File: src/rtl/adder_selftest_sequencer.sv
// adder_selftest_sequencer
// Self-test sequencer for a combinational N-bit adder under test. It drives
// operands A/B and compares the adder's sum, carry-out and signed overflow
// against an internal A+B golden model. Eight directed corner vectors run
// first, followed by pseudo-random vectors from a Galois LFSR. The sequencer
// counts mismatching vectors and captures the first failing vector.
//
// Ports:
//   clk, rst        - rising-edge clock, synchronous active-high reset
//   start           - begin a run (honoured only when idle or done)
//   A, B            - registered operands to the adder under test
//   dut_sum/cout/overflow - adder results, sampled in the CHECK cycle
//   busy, done, pass       - run status (done/pass are levels held in DONE)
//   vec_idx                - index of the vector currently driven
//   err_count              - mismatching vectors, saturating at 16'hFFFF
//   first_fail_idx/_a/_b   - first mismatch (idx 16'hFFFF when none)
module adder_selftest_sequencer #(
    parameter int          N           = 32,
    parameter int          NUM_VECTORS = 256,
    parameter int          SETTLE      = 1,
    parameter logic [31:0] SEED        = 32'hACE11234
) (
    input  logic          clk,
    input  logic          rst,
    input  logic          start,
    output logic [N-1:0]  A,
    output logic [N-1:0]  B,
    input  logic [N-1:0]  dut_sum,
    input  logic          dut_cout,
    input  logic          dut_overflow,
    output logic          busy,
    output logic          done,
    output logic          pass,
    output logic [15:0]   vec_idx,
    output logic [15:0]   err_count,
    output logic [15:0]   first_fail_idx,
    output logic [N-1:0]  first_fail_a,
    output logic [N-1:0]  first_fail_b
);

    // Loading of a vector happens on the accepting edge and on each CHECK
    // edge, so no separate LOAD state cycle exists.
    typedef enum logic [1:0] {
        ST_IDLE   = 2'd0,
        ST_SETTLE = 2'd1,
        ST_CHECK  = 2'd2,
        ST_DONE   = 2'd3
    } state_t;

    localparam logic [N-1:0] ZERO_V = {N{1'b0}};
    localparam logic [N-1:0] ONE_V  = {{(N-1){1'b0}}, 1'b1};
    localparam logic [N-1:0] ONES_V = {N{1'b1}};
    localparam logic [N-1:0] MAX_V  = {1'b0, {(N-1){1'b1}}};
    localparam logic [N-1:0] MIN_V  = {1'b1, {(N-1){1'b0}}};
    localparam logic [N-1:0] P20_V  = N'(32'd20);
    localparam logic [N-1:0] P30_V  = N'(32'd30);
    localparam logic [N-1:0] N20_V  = ZERO_V - P20_V;
    localparam logic [N-1:0] N30_V  = ZERO_V - P30_V;
    localparam logic [15:0]  LAST_IDX    = 16'(NUM_VECTORS - 1);
    localparam logic [15:0]  NO_FAIL     = 16'hFFFF;
    localparam bit           HAS_SETTLE  = (SETTLE > 0);
    localparam logic [3:0]   SETTLE_INIT = HAS_SETTLE ? 4'(SETTLE - 1) : 4'd0;

    // Galois LFSR, one step to the right.
    function automatic logic [31:0] lfsr_step(input logic [31:0] x);
        if (x[0]) begin
            lfsr_step = {1'b0, x[31:1]} ^ 32'h80200003;
        end else begin
            lfsr_step = {1'b0, x[31:1]};
        end
    endfunction

    // Directed corner vectors, operand A.
    function automatic logic [N-1:0] dir_a(input logic [2:0] k);
        case (k)
            3'd0:    dir_a = P20_V;
            3'd1:    dir_a = N20_V;
            3'd2:    dir_a = P20_V;
            3'd3:    dir_a = MAX_V;
            3'd4:    dir_a = MIN_V;
            3'd5:    dir_a = ONES_V;
            3'd6:    dir_a = ZERO_V;
            3'd7:    dir_a = MAX_V;
            default: dir_a = ZERO_V;
        endcase
    endfunction

    // Directed corner vectors, operand B.
    function automatic logic [N-1:0] dir_b(input logic [2:0] k);
        case (k)
            3'd0:    dir_b = P30_V;
            3'd1:    dir_b = N30_V;
            3'd2:    dir_b = N30_V;
            3'd3:    dir_b = ONE_V;
            3'd4:    dir_b = ONES_V;
            3'd5:    dir_b = ONE_V;
            3'd6:    dir_b = ZERO_V;
            3'd7:    dir_b = MIN_V;
            default: dir_b = ZERO_V;
        endcase
    endfunction

    state_t        state_r;
    logic [3:0]    settle_cnt_r;
    logic [31:0]   lfsr_r;

    logic [15:0]   next_idx_s;
    logic [N-1:0]  next_a_s;
    logic [N-1:0]  next_b_s;
    logic [31:0]   next_lfsr_s;
    logic [31:0]   lfsr_s1;
    logic [31:0]   lfsr_s2;
    logic [N:0]    g_full_s;
    logic          g_ovf_s;
    logic          mismatch_s;
    logic [15:0]   err_next_s;
    logic          is_last_s;

    // Next vector to load: index 0 on accept, vec_idx+1 from CHECK.
    always_comb begin
        lfsr_s1 = lfsr_step(lfsr_r);
        lfsr_s2 = lfsr_step(lfsr_s1);
        if (state_r == ST_CHECK) begin
            next_idx_s = vec_idx + 16'd1;
        end else begin
            next_idx_s = 16'd0;
        end
        // The LFSR only advances for random vectors (index 8 onward).
        if (next_idx_s < 16'd8) begin
            next_a_s    = dir_a(next_idx_s[2:0]);
            next_b_s    = dir_b(next_idx_s[2:0]);
            next_lfsr_s = lfsr_r;
        end else begin
            next_a_s    = lfsr_s1[N-1:0];
            next_b_s    = lfsr_s2[N-1:0];
            next_lfsr_s = lfsr_s2;
        end
    end

    // Golden model of the current vector and mismatch bookkeeping.
    always_comb begin
        g_full_s   = {1'b0, A} + {1'b0, B};
        g_ovf_s    = (A[N-1] == B[N-1]) && (g_full_s[N-1] != A[N-1]);
        mismatch_s = (dut_sum != g_full_s[N-1:0]) || (dut_cout != g_full_s[N])
                     || (dut_overflow != g_ovf_s);
        if (mismatch_s && (err_count != 16'hFFFF)) begin
            err_next_s = err_count + 16'd1;
        end else begin
            err_next_s = err_count;
        end
        is_last_s = (vec_idx == LAST_IDX);
    end

    // Sequencer FSM with all outputs registered.
    always_ff @(posedge clk) begin
        if (rst) begin
            state_r        <= ST_IDLE;
            settle_cnt_r   <= 4'd0;
            lfsr_r         <= SEED;
            A              <= ZERO_V;
            B              <= ZERO_V;
            busy           <= 1'b0;
            done           <= 1'b0;
            pass           <= 1'b0;
            vec_idx        <= 16'd0;
            err_count      <= 16'd0;
            first_fail_idx <= NO_FAIL;
            first_fail_a   <= ZERO_V;
            first_fail_b   <= ZERO_V;
        end else begin
            case (state_r)
                ST_IDLE, ST_DONE: begin
                    if (start) begin
                        // Accept: clear results and drive vector 0 on this edge.
                        state_r        <= HAS_SETTLE ? ST_SETTLE : ST_CHECK;
                        settle_cnt_r   <= SETTLE_INIT;
                        lfsr_r         <= SEED;
                        A              <= next_a_s;
                        B              <= next_b_s;
                        vec_idx        <= 16'd0;
                        err_count      <= 16'd0;
                        first_fail_idx <= NO_FAIL;
                        first_fail_a   <= ZERO_V;
                        first_fail_b   <= ZERO_V;
                        busy           <= 1'b1;
                        done           <= 1'b0;
                        pass           <= 1'b0;
                    end else begin
                        state_r <= state_r;
                    end
                end
                ST_SETTLE: begin
                    if (settle_cnt_r == 4'd0) begin
                        state_r <= ST_CHECK;
                    end else begin
                        settle_cnt_r <= settle_cnt_r - 4'd1;
                    end
                end
                ST_CHECK: begin
                    err_count <= err_next_s;
                    if (mismatch_s && (first_fail_idx == NO_FAIL)) begin
                        first_fail_idx <= vec_idx;
                        first_fail_a   <= A;
                        first_fail_b   <= B;
                    end
                    if (is_last_s) begin
                        // A/B and vec_idx keep the final vector.
                        state_r <= ST_DONE;
                        busy    <= 1'b0;
                        done    <= 1'b1;
                        pass    <= (err_next_s == 16'd0);
                    end else begin
                        state_r      <= HAS_SETTLE ? ST_SETTLE : ST_CHECK;
                        settle_cnt_r <= SETTLE_INIT;
                        lfsr_r       <= next_lfsr_s;
                        A            <= next_a_s;
                        B            <= next_b_s;
                        vec_idx      <= next_idx_s;
                    end
                end
                default: begin
                    state_r <= ST_IDLE;
                end
            endcase
        end
    end

endmodule
File: config.mk
export PLATFORM = sky130hd
export DESIGN_NAME = adder_selftest_sequencer
export DESIGN_NICKNAME = d
export VERILOG_FILES = /design/src/rtl/adder_selftest_sequencer.sv
export SDC_FILE = /design/constraint.sdc
export NUM_CORES = 1
export LEC_CHECK = 0
export ABC_AREA = 1
export CAP_MARGIN = 20
export CORE_AREA = 5 5 201 203
export DETAILED_ROUTE_END_ITERATION = 8
export DIE_AREA = 0 0 206 208
export HOLD_SLACK_MARGIN = 0.12
export PLACE_DENSITY_LB_ADDON = 0.3
export SYNTH_ARGS = -nofsm -noshare
export SYNTH_HDL_FRONTEND = slang
export SYNTH_SLANG_ARGS = --single-unit
File: constraint.sdc
create_clock -name clk -period 3 [get_ports clk]
set_input_delay 0.3 -clock clk [delete_from_list [all_inputs] [get_ports clk]]
set_output_delay 0.3 -clock clk [all_outputs]
set_load 0.02 [all_outputs]
==> results of run 1 <==
-- final cells by class --
class	instances	area (um2)
clock buffer	36	759
clock inverter	12	179
fill	3749	19600
inverter	210	818
multi-input combinational	1349	7420
sequential	217	4360
tap	518	648
timing repair buffer	460	4440
timing repair inverter	2	20.0
-- what timing repair did --
| action | 4_1_cts | 5_1_grt |
|---|---|---|
| resized for setup | 72 | 180 |
| cloned | 4 | 11 |
| setup buffers | 7 | 20 |
| endpoints found under the setup margin | 129 | 193 |
| pin swaps | 9 | 31 |
| hold buffers | 0 | 0 |
| endpoints found under the hold margin | 0 | 0 |
-- layout by cell type (no fill, tap or decap), types with 29 or more instances in the layout --
master / n
a31oi_1: 29
nand3_1: 119
nand2_2: 38
a21oi_1: 170
o21ai_0: 75
clkdlybuf4s50_1: 214
clkbuf_16: 33
buf_4: 202
dfxtp_1: 206
nor2_1: 88
nand2_1: 557
inv_1: 201
-- final timing paths --
check	to	slack, ps	cells past startpoint
worst max-delay path	pass	-300	23
worst min register to register	first_fail_b[18]	460	2
worst max register to register	pass	-300	23
worst min-delay path	busy	200	4
-- where the power goes --
group | switching [mW] | total (mW) | internal (mW)
logic | 5.64 | 10.2 | 4.57
clock network | 1.32 | 3.44 | 2.12
registers | 0.707 | 4.29 | 3.59
-- critical path, stage by stage, from the launching register on --
cell and delay [ps]:
dfxtp_2 340, ha_4 160, fa_2 560, xnor2_2 120
nand3_1 80, nor2_1 80, nand2_1 60, nor2_1 90
nand2_1 70, nor2_1 110, nand3_1 120, nor2_2 140
nand3_2 120, nor2_4 120, nand3_4 80, buf_12 160
buf_6 130, nand3b_1 90, nand2_2 70, nor2_1 110
nand2_1 80, nor2_1 90, nand3_1 80, a21oi_1 130
-- logic make-up after synthesis --
group / share of synthesized area, %
AO/OA/AOI/OAI: 15.8
XOR/XNOR: 2.60
adder cells (fa/ha/maj): 4.71
buffers and inverters: 9.49
flip-flops: 35.8
AND/OR/NAND/NOR: 31.6
-- per-layer routing --
layer / GRT usage [%] / vias to the layer above / wire length [um]
met2: 32.7 / 393 / 21900
li1: - / 6890 / -
met3: 2.60 / 67 / 2570
met4: 5.42 / 0 / 1120
met1: 28.6 / 6302 / 21800
met5: 0 / - / 0
-- flip-flops by register name, indices dropped and copies added (netlist names), 4 cells and up --
| name | count |
|---|---|
| A | 32 |
| B | 32 |
| err_count | 16 |
| first_fail_a | 32 |
| first_fail_b | 32 |
| first_fail_idx | 16 |
| lfsr_r | 32 |
| settle_cnt_r | 4 |
| vec_idx | 16 |
-- metrics by stage --
| stage | cells | hold slack, ps | TNS (ps) |
|---|---|---|---|
| global route | 2804 | 202 | -44520 |
| detailed placement | 2715 | 452 | -47510 |
| floorplan | 1853 | 430 | 0 |
| finish | 2804 | 197 | -20530 |
| CTS | 2773 | 191 | -15700 |
| global placement | 2715 | 443 | -44020 |
==> impl_metrics.py, run 1 <==
metrics = {
    "sta": {
        "fmax_mhz": 303,
        "maxSlewViolCount": 0,
        "hold_violations": 0,
        "grt_setup_unrepaired": "yes",
        "post-route-period-util_pct": 110,
        "fin_skew_ps": 16.1,
        "worst_slack_ps": -296,
        "relSlewSlack_pct": 40.6,
        "min_period_ps": 3300,
        "worst_slew_pin_slew_ps": 889,
        "setup_viol": 96,
    },
    "power": {
        "finalPower_mw": 17.9,
        "irDropWorstVdd_mv": 0.694,
        "p_per_area_nw_per_um2": 962,
        "p_leak_nw": 8.09,
    },
    "finish": {
        "drive_above_1_share_pct": 21.0,
        "fin_nets": 2348,
        "final_cell_area_um2": 18600,
        "final_core_util_pct": 48.7,
        "syn_to_final_growth_pct": 53.8,
        "antenna_cells": 0,
    },
    "clock_network": {
        "cts_tree": "yes",
        "clk_latency_ps": 550,
        "clock-root-buffer": "clkbuf_16",
        "clk_pin_slew_ps": 60,
        "clkSinkCount": 217,
        "numCtsBuffers": 26,
        "cts_htree_levels": 1,
        "ctsLongestPathBuffers": 3,
    },
    "synthesis": {
        "ys_seq_area_share_pct": 35.8,
        "syn_avg_cell_area_um2": 6.54,
        "netlist_instances": 1853,
        "yosys-top-cells-area": "dfxtp_1, nand2_1, a21oi_1, inv_1, nand3_1",
        "async_flop_share_pct": 0,
        "synthesis.area_um2": 12100,
        "netlist.area_leader.share_pct": 35.8,
        "ys_warn_count": 0,
        "synth-main-ff-cell": "dfxtp_1",
        "synth-seq-cells": 217,
        "synth_top_cell_by_area": "dfxtp_1",
        "syn_nets": 1935,
        "synth_most_common_cell": "nand2_1",
        "synth_common_cells": "nand2_1, dfxtp_1, inv_1",
        "ys_types": 46,
        "synth_edf_count": 0,
    },
    "global_route": {
        "grt_pass1_wl_um": 70500,
        "grt_use_total_pct": 20.3,
        "grt_max_degree": 142,
        "grt_remaining_overflow": 0,
        "grt_pass1_vias": 12700,
        "antenna_found_initial": 0,
    },
    "detailed_routing": {
        "drt_pass1_iterations": 7,
        "drt_iter0_drc": 795,
        "vias": 13700,
        "drcViolationCount": 0,
        "ant_nets": 0,
        "wl_per_cell_um": 16.9,
        "wl_um": 47400,
        "vias_per_cell": 4.87,
    },
    "placement": {
        "gp_congestion": 0.918,
        "port_buffers": 215,
        "dp_hpwl_um": 34100,
        "dpl_worst_slack_ps": -551,
        "dpl-instance-area_um2": 16300,
    },
    "min_path": {
        "hp-start": "rst",
        "hold_class": "in2reg",
    },
    "worst_setup_path": {
        "crit_fanout": 7,
        "required_ps": 3470,
        "r2r-start": "A[0]",
        "start_kind": "register",
        "cp-startpoint": "A[0]",
        "critical_path_arrival_ps": 3770,
        "crit_type": "reg2reg",
        "cp-end-kind": "register",
    },
    "floorplanning": {
        "num_io_pins": 216,
        "die_y_um": 208,
        "core.rowCount": 72,
        "start_util_pct": 31.7,
        "dieArea_um2": 42800,
        "core_um2": 38300,
        "die_x_um": 206,
    },
    "status": {
        "status": "complete, but fails checks",
        "violations": "setup timing",
    },
    "run": {
        "max-cap-violations": 0,
    },
}
No activity file was read; power rests on OpenSTA's default activity.
==> run 2: changes to the inputs <==
- CAP_MARGIN: 20 -> 10
- CORE_AREA: 5 5 201 203 -> 2 2 198 200
- CTS_CLUSTER_SIZE: not set -> 24
- DIE_AREA: 0 0 206 208 -> 0 0 200 202
==> impl_metrics.py, run 2 (synthesized netlist as in run 1, its figures left out) <==
metrics = {
    "global_route": {
        "antenna_found_initial": 0,
        "grt_use_total_pct": 21.6,
        "grt_pass1_vias": 12600,
        "grt_pass1_wl_um": 69000,
        "grt_max_degree": 88,
        "grt_remaining_overflow": 0,
    },
    "finish": {
        "syn_to_final_growth_pct": 62.5,
        "layout_common_cells": "nand2_1, clkdlybuf4s50_1, buf_4",
        "fin_cells": 2816,
        "fin_nets": 2363,
        "final_common_cell": "nand2_1",
        "antenna_cells": 0,
        "drive_above_1_share_pct": 28.5,
    },
    "run": {
        "max-cap-violations": 0,
    },
    "worst_setup_path": {
        "crit_chain": "ha_4, fa_2, xnor2_2, nand3_1, nor2_1, nand2_1, nor2_1, nand2_1, nor2_1, nand3_1, nor2_2, nand3_2, nor2_4, nand3_4, nand2_4, buf_6, nor2_4, clkbuf_16, clkbuf_16, nand2_4, a21oi_2",
        "critical_path_arrival_ps": 3680,
        "start_kind": "register",
        "required_ps": 3380,
        "crit_fanout": 7,
        "cp-end-kind": "register",
        "reg2reg_slack_ps": -300,
        "cp_common_cell": "nor2_1",
        "worst_path_largest_cell_delay_ps": 560,
        "slowest_stage": "fa_2",
        "crit_type": "reg2reg",
    },
    "detailed_routing": {
        "wl_um": 48300,
        "drt_pass1_iterations": 5,
        "drt_iter0_drc": 968,
        "drcViolationCount": 0,
        "vias": 13900,
        "ant_nets": 0,
        "wl_per_cell_um": 17.1,
        "vias_per_cell": 4.95,
    },
    "placement": {
        "dpl_worst_slack_ps": -465,
        "port_buffers": 215,
        "gp_congestion": 0.884,
        "dp_cells": 2717,
        "dp_hpwl_um": 32900,
    },
    "floorplanning": {
        "die_y_um": 202,
        "core_um2": 38300,
        "num_io_pins": 216,
        "core.rowCount": 72,
        "start_util_pct": 31.7,
        "die_x_um": 200,
        "dieArea_um2": 40400,
    },
    "sta": {
        "post-route-period-util_pct": 110,
        "min_period_ps": 3300,
        "grt_setup_unrepaired": "yes",
        "worst_slew_pin_slew_ps": 1360,
        "fin_skew_ps": 22.2,
        "fmax_mhz": 303,
        "hold_violations": 0,
        "worst_slack_ps": -303,
        "maxSlewViolCount": 0,
        "setup_viol": 96,
        "relSlewSlack_pct": 9.19,
    },
    "clock_network": {
        "cts_tree": "yes",
        "ctsLongestPathBuffers": 3,
        "clk_pin_slew_ps": 60,
        "cts_htree_levels": 1,
        "clk_latency_ps": 560,
        "numCtsBuffers": 25,
        "clkSinkCount": 217,
        "clock-root-buffer": "clkbuf_16",
    },
    "status": {
        "violations": "setup timing",
        "status": "complete, but fails checks",
    },
    "min_path": {
        "hold_class": "reg2reg",
    },
    "power": {
        "p_leak_nw": 8.85,
        "irDropWorstVdd_mv": 0.573,
        "p_per_area_nw_per_um2": 934,
    },
}
run 2: area by class of cell:
type                            count  area (um2)
Timing Repair inverter              1        16.3
Tap cell                          518         648
Multi-Input combinational cell   1348        8260
Clock inverter                     12         106
Fill cell                        3554       18600
Inverter                          210         818
Clock buffer                       32         682
Timing Repair Buffer              478        4780
Sequential cell                   217        4390
run 2: repair_timing:
action                                 CTS  global route
pin swaps                               24           115
buffers inserted                         9            26
endpoints found under the hold margin   13             0
gates resized for setup                127           362
setup endpoints to repair              156           193
cloned                                  13            12
hold buffers                             1             0
run 2: routing by layer:
layer	routed length, um	vias up	GRT usage (%)
met2	22700	449	34.7
met5	0	-	0
met3	2990	55	2.37
met1	21500	6527	30.4
li1	-	6898	-
met4	1100	0	6.43
run 2: worst max-delay path, delay by kind of cell, from the launching register on:
kind	cells	cell delay [ps]
and+or+nand+nor	14	1450
adders and majority gates	2	720
buffers and inverters	3	460
DFF	1	340
xor gates and xnor gates	1	110
AOI/OAI and AO/OA	1	50
run 2: report_power, final:
part	total, mW	switching [mW]	leakage, nW	internal, mW
clock	3.00	1.31	0.378	1.70
combinational	11.0	6.04	6.70	5.00
sequential	4.36	0.753	1.78	3.61
total	18.4	8.10	8.85	10.3
run 2: final timing paths:
kind | startpoint | cells after the start | to
max | A[0] | 21 | first_fail_b[18]
min | first_fail_a[25] | 2 | first_fail_a[25]
max reg2reg | A[0] | 21 | first_fail_b[18]
min reg2reg | first_fail_a[25] | 2 | first_fail_a[25]
run 2: metrics by stage:
stage	utilization [%]	total power, mW	hold slack (ps)	setup TNS, ps	area, um2
floorplan	-	8.74	430	0	12100
global placement	42.5	12.8	448	-32360	16300
detailed placement	42.5	12.8	452	-38490	16300
CTS	46.9	16.9	459	-19690	18000
global route	51.4	19.4	489	-33050	19700
finish	51.4	18.4	467	-21390	19700
